`config.mk`:
```
export PLATFORM = sky130hd
export DESIGN_NAME = fifo_read_packer_flat
export DESIGN_NICKNAME = d
export VERILOG_FILES = /design/src/rtl/fifo_read_packer_if.sv /design/src/rtl/fifo_read_packer.sv /design/src/flat_wrapper.sv
export SDC_FILE = /design/constraint.sdc
export NUM_CORES = 1
export LEC_CHECK = 0
export CAP_MARGIN = 10
export CELL_PAD_IN_SITES_DETAIL_PLACEMENT = 0
export CELL_PAD_IN_SITES_GLOBAL_PLACEMENT = 1
export CORE_UTILIZATION = 39
export DETAILED_ROUTE_END_ITERATION = 7
export GPL_TIMING_DRIVEN = 0
export PLACE_DENSITY_LB_ADDON = 0.08
export RECOVER_POWER = 25
export SYNTH_ARGS = -nofsm -noshare
export SYNTH_HDL_FRONTEND = slang
export SYNTH_SLANG_ARGS = --single-unit
```
`constraint.sdc`:
```
create_clock -name read_clk -period 2.6 [get_ports read_clk]
set_clock_uncertainty 0.15 [all_clocks]
set_input_delay 0.52 -clock read_clk [delete_from_list [all_inputs] [get_ports read_clk]]
set_output_delay 0.52 -clock read_clk [all_outputs]
set_load 0.02 [all_outputs]
```
`src/rtl/fifo_read_packer_if.sv`:
```
// Bundle of the FIFO read port, flush handshake and packed output stream
// seen by fifo_read_packer; master is the packer side, slave its environment.
interface fifo_read_packer_if #(
    parameter int data  = 8,
    parameter int ratio = 4
);
    localparam int cw = $clog2(ratio) + 1;

    logic                    read_empty;
    logic [data-1:0]         read_data;
    logic                    read_inc;
    logic                    flush;
    logic                    flush_done;
    logic [data*ratio-1:0]   out_data;
    logic [cw-1:0]           out_count;
    logic                    out_valid;
    logic                    out_ready;

    modport master (
        input  read_empty, read_data, flush, out_ready,
        output read_inc, flush_done, out_data, out_count, out_valid
    );

    modport slave (
        output read_empty, read_data, flush, out_ready,
        input  read_inc, flush_done, out_data, out_count, out_valid
    );
endinterface

```
`src/rtl/fifo_read_packer.sv`:
```
// Read-side packer: pops FIFO words, packs ratio of them into one wide word,
// and on flush drains the FIFO and emits any partial word with its lane count.
module fifo_read_packer #(
    parameter int data  = 8,
    parameter int ratio = 4
) (
    input logic                read_clk,
    input logic                read_rst,
    fifo_read_packer_if.master bus
);
    localparam int cw = $clog2(ratio) + 1;
    localparam int lw = cw - 1;
    localparam logic [lw-1:0] last_lane = lw'(ratio - 1);

    localparam logic [0:0] NORMAL = 1'b0;
    localparam logic [0:0] DRAIN  = 1'b1;

    logic [data*ratio-1:0] acc;
    logic [data*ratio-1:0] acc_masked;
    logic [lw-1:0]         cnt;
    logic [0:0]            mode;
    logic [data*ratio-1:0] out_data_q;
    logic [cw-1:0]         out_count_q;
    logic                  out_valid_q;
    logic                  flush_done_q;

    logic flush_pend;
    logic slot_free;
    logic emit_partial;
    logic drain_idle;
    logic pop;
    logic completing;

    assign flush_pend   = (mode == DRAIN);
    assign slot_free    = !out_valid_q || bus.out_ready;
    assign emit_partial = flush_pend && bus.read_empty && slot_free && (cnt != '0);
    assign drain_idle   = flush_pend && bus.read_empty && (cnt == '0);
    assign completing   = pop && (cnt == last_lane);

    // A full lane counter only blocks on a busy output slot; partial lanes never do.
    assign pop = read_rst && !bus.read_empty
              && ((cnt != last_lane) || slot_free) && !emit_partial;

    assign bus.read_inc   = pop;
    assign bus.out_data   = out_data_q;
    assign bus.out_count  = out_count_q;
    assign bus.out_valid  = out_valid_q;
    assign bus.flush_done = flush_done_q;

    // Lanes at or above cnt may hold words from an earlier packet; zero them on emit.
    always_comb begin
        // NOTE: default assignment first so no path through the loop infers a latch.
        acc_masked = '0;
        for (int i = 0; i < ratio; i++) begin
            if (i < int'(cnt)) acc_masked[i*data +: data] = acc[i*data +: data];
        end
    end

    // NOTE: sequential state uses non-blocking assignments only; the synchronous
    // reset also clears acc so a word interrupted by reset leaves no stale lanes.
    always_ff @(posedge read_clk) begin
        if (!read_rst) begin
            acc          <= '0;
            cnt          <= '0;
            mode         <= NORMAL;
            out_data_q   <= '0;
            out_count_q  <= '0;
            out_valid_q  <= 1'b0;
            flush_done_q <= 1'b0;
        end else begin
            flush_done_q <= 1'b0;

            if (out_valid_q && bus.out_ready) out_valid_q <= 1'b0;

            if (pop) begin
                acc[int'(cnt)*data +: data] <= bus.read_data;
                if (completing) begin
                    out_data_q  <= {bus.read_data, acc[data*(ratio-1)-1:0]};
                    out_count_q <= cw'(ratio);
                    out_valid_q <= 1'b1;
                    cnt         <= '0;
                end else begin
                    cnt <= cnt + 1'b1;
                end
            end else if (emit_partial) begin
                out_data_q  <= acc_masked;
                out_count_q <= {1'b0, cnt};
                out_valid_q <= 1'b1;
                cnt         <= '0;
            end

            // A flush seen while one is already pending is ignored.
            if (emit_partial || drain_idle) begin
                mode         <= NORMAL;
                flush_done_q <= 1'b1;
            end else if (bus.flush && !flush_pend) begin
                mode <= DRAIN;
            end
        end
    end
endmodule

```
`src/flat_wrapper.sv`:
```
// flat-port wrapper written by rule: the top's interface ports become plain ports
module fifo_read_packer_flat 
#(
    parameter int data  = 8,
    parameter int ratio = 4
)
  (read_clk, read_rst, bus_read_empty, bus_read_data, bus_flush, bus_out_ready, bus_read_inc, bus_flush_done, bus_out_data, bus_out_count, bus_out_valid);
  fifo_read_packer_if #(.data(data), .ratio(ratio)) bus_i ();
  input logic read_clk;
  input logic read_rst;
  input wire logic [$bits(bus_i.read_empty)-1:0] bus_read_empty;
  input wire logic [$bits(bus_i.read_data)-1:0] bus_read_data;
  input wire logic [$bits(bus_i.flush)-1:0] bus_flush;
  input wire logic [$bits(bus_i.out_ready)-1:0] bus_out_ready;
  output wire logic [$bits(bus_i.read_inc)-1:0] bus_read_inc;
  output wire logic [$bits(bus_i.flush_done)-1:0] bus_flush_done;
  output wire logic [$bits(bus_i.out_data)-1:0] bus_out_data;
  output wire logic [$bits(bus_i.out_count)-1:0] bus_out_count;
  output wire logic [$bits(bus_i.out_valid)-1:0] bus_out_valid;
  assign bus_i.read_empty = bus_read_empty;
  assign bus_i.read_data = bus_read_data;
  assign bus_i.flush = bus_flush;
  assign bus_i.out_ready = bus_out_ready;
  assign bus_read_inc = bus_i.read_inc;
  assign bus_flush_done = bus_i.flush_done;
  assign bus_out_data = bus_i.out_data;
  assign bus_out_count = bus_i.out_count;
  assign bus_out_valid = bus_i.out_valid;
  fifo_read_packer #(.data(data), .ratio(ratio)) u_core (.read_clk(read_clk), .read_rst(read_rst), .bus(bus_i));
endmodule
```
==> qor.yml <==
crit_family: "flip-flops"
areaGrowthSynthToFinish_pct: 31.8
ios: 51
path_class: "register to output pin"
yosysTopAreaCellShare_pct: 52.5
post-route-period-util_pct: 91.8
cp_max_fo: 8
whs_endpoint: "u_core.acc[6]$_SDFFE_PN0P_"
wl_mm: 5.64
cp.arrival_ps: 1720
setup_violations: 0
crit_path_cell_trace: "ha_2 > nand3b_1 > nand2_1 > inv_1 > dlygate4sd2_1"
ys_ff_latch: 64
grt_first_pass_wirelength_mm: 9.57
grt_max_degree: 12
clkTransAtPathRegs_ps: 70
clkLatencyLatePin_ps: 330
yosys_warnings: 0
syn-cell-area_um2: 2440
rsz0062_at_grt: "no"
synth-seq-area-share_pct: 52.5
start_util_pct: 40.7
max_slew_margin_pct: 43.1
overflow: 0
period_minus_slack_ps: 2390
yosys-top-cells-area: "dfxtp_1 (53%), a22o_1 (8.6%), nand2_1 (4.8%), nand3_1 (4.7%), a32o_1 (3.3%)"
clockRootBuffer: "clkbuf_8"
cts_tree: "built"
hold_depth: 2
coreArea_um2: 5990
p_leak_uw: 0.00124
die_w_um: 81.1
n_antenna_cell: 0
drv_cap: 0
die_h_um: 81.1
placed_area_um2: 3020
dp_slack_ps: -125
avgViaCountPerCell: 5.23
pwr_density_cell_nw_per_um2: 632
dp_cells: 357
crit_path_start_kind: "register"
fin_area_um2: 3220
row_count: 28
drive_gt1_share_pct: 14.0
path_buf_inv: 2
final-hold-violation-count: 0
antenna_found_initial: 0
r2r_setup_slack_ps: 480
cts_sinks: 64
path_depth: 5
wl_per_cell_um: 15.1
syn_nets: 252
ant_nets: 0
synth_top_cell_by_area: "dfxtp_1"
cp.required_ps: 1930
drc: 0
final_cells: 374
hold_path.class: "register to register"
num_vias: 1956
peakVddDrop_uv: 392
r2r_end: "u_core.acc[14]$_SDFFE_PN0P_"
fin_nets: 313
setup_tns_ps: 0
synth.avg_cell_area_um2: 10.5
synth_cells: 233
worstMarginPinSlew_ps: 851
clock_path_buffers: 2
synth_cell_types: 35
ff2ff_path_depth: 5
min_from: "u_core.acc[6]$_SDFFE_PN0P_"
grt_pass1_vias: 1883
worstSetupEndpointType: "output pin"
hpwl_mm: 3.95
drv_slew: 0
drtIter0Drc: 94
fp.dieArea_um2: 6580
cp_slowest_cell: "dfxtp_2"
r2r-start: "u_core.cnt[0]$_SDFFE_PN0P_"
fin_ws_ps: 213
portBuffers: 49
drt_pass1_iterations: 4
grtUsageTotal_pct: 20.0
place_congestion: 0.808
cts_made_buffers: 9
status: "finished clean"
cp_slowest_stage_delay_ps: 430
clock.fmax_mhz: 419
htreeDepth: 3
fin_worst_hold_slack_ps: 301
## worst min-delay path, cell delays in order (launching register included)
cell and delay, ps:
dfxtp_1 310, nand2_1 50, a21boi_1 50
## how the worst max path moves through the flow
stage	end	from
2_1_floorplan	u_core.acc[16]$_SDFFE_PN0P_	u_core.cnt[0]$_SDFFE_PN0P_
6_report	bus_read_inc	u_core.cnt[0]$_SDFFE_PN0P_
3_3_place_gp	bus_read_inc	bus_read_empty
4_1_cts	bus_read_inc	u_core.cnt[1]$_SDFFE_PN0P_
3_5_place_dp	bus_read_inc	bus_read_empty
5_1_grt	bus_read_inc	u_core.cnt[1]$_SDFFE_PN0P_
## cell usage in the layout, fill, tap and decap left out, types with 2 or more instances in the layout
cell and count:
a21boi_1 9, a21oi_1 2, a22o_1 24, a31o_2 2, a32o_1 8, and3_1 3
buf_2 3, buf_4 4, buf_6 3, clkbuf_1 6, clkbuf_8 10, clkdlybuf4s50_1 35
clkinv_2 2, dfxtp_1 63, dlygate4sd3_1 13, ha_1 5, inv_1 3, nand2_1 31
nand2_2 2, nand2b_2 2, nand3_1 23, nand3b_1 3, nand4_1 2, nor2_1 3
nor3b_1 3, o21ai_0 9, o21ai_1 8
## logic make-up after synthesis
logic type	after synthesis	share of synthesized area, %
AOI/OAI and AO/OA	68	22.8
adders and majority gates	6	3.08
buffers and inverters	17	4.46
DFF	64	52.5
and+or+nand+nor	78	17.1
## where the power goes
group	leakage, uW	switching (uW)	internal, uW	total [uW]
Combinational	0.000622	111	71.5	183
Sequential	0.000517	13.9	996	1010
Clock	0.0000993	373	467	841
Total	0.00124	499	1530	2030
## timing repair
action / CTS / global route
buffers inserted: 1 / 0
hold buffers: 0 / 0
setup endpoints to repair: 1 / 0
gates resized for setup: 3 / 0
## synth_stat cells (all sizes together)
cell,n
a21boi,10
a21oi,4
a22o,24
a31o,2
a32o,8
and3,4
and3b,1
buf,10
clkbuf,4
dfxtp,64
ha,6
inv,3
nand2,33
nand2b,2
nand3,23
nand3b,3
nand4,2
nor2,3
nor2b,2
nor3b,4
o21ai,17
o21bai,1
o221a,1
o32ai,1
or3,1
## metrics by stage
stage	power [uW]	util, %
after CTS	2060	53.9
after detailed placement	1220	50.5
final	2030	53.7
after floorplan	1150	-
after global placement	1220	50.5
after global routing	2130	53.7
## final cells by class
cell class                 instances  area (um2)
inverter                           3        11.3
multi-input combinational        152        1040
sequential                        64        1280
timing repair buffer              50         497
tap                               75        93.8
clock buffer                      11         141
clock inverter                     5        56.3
fill                             569        2780
buffer                            14        90.1
## state kept, by name, summed over array words and instances (netlist names)
signal                 cells
u_core.bus.out_data       32
u_core.cnt                 2
u_core.bus.out_count       3
u_core.bus.flush_done      1
u_core.bus.out_valid       1
u_core.flush_pend          1
u_core.acc                24
## metal layers
metal  GRT usage (%)  wire length (um)  up-vias
met5               0                 0        -
met4            8.57                98        0
met3            5.73               268       10
met2            30.3              2410       45
met1            26.5              2860      923
li1                -                 -      978
(Power assumes the default switching activity.)
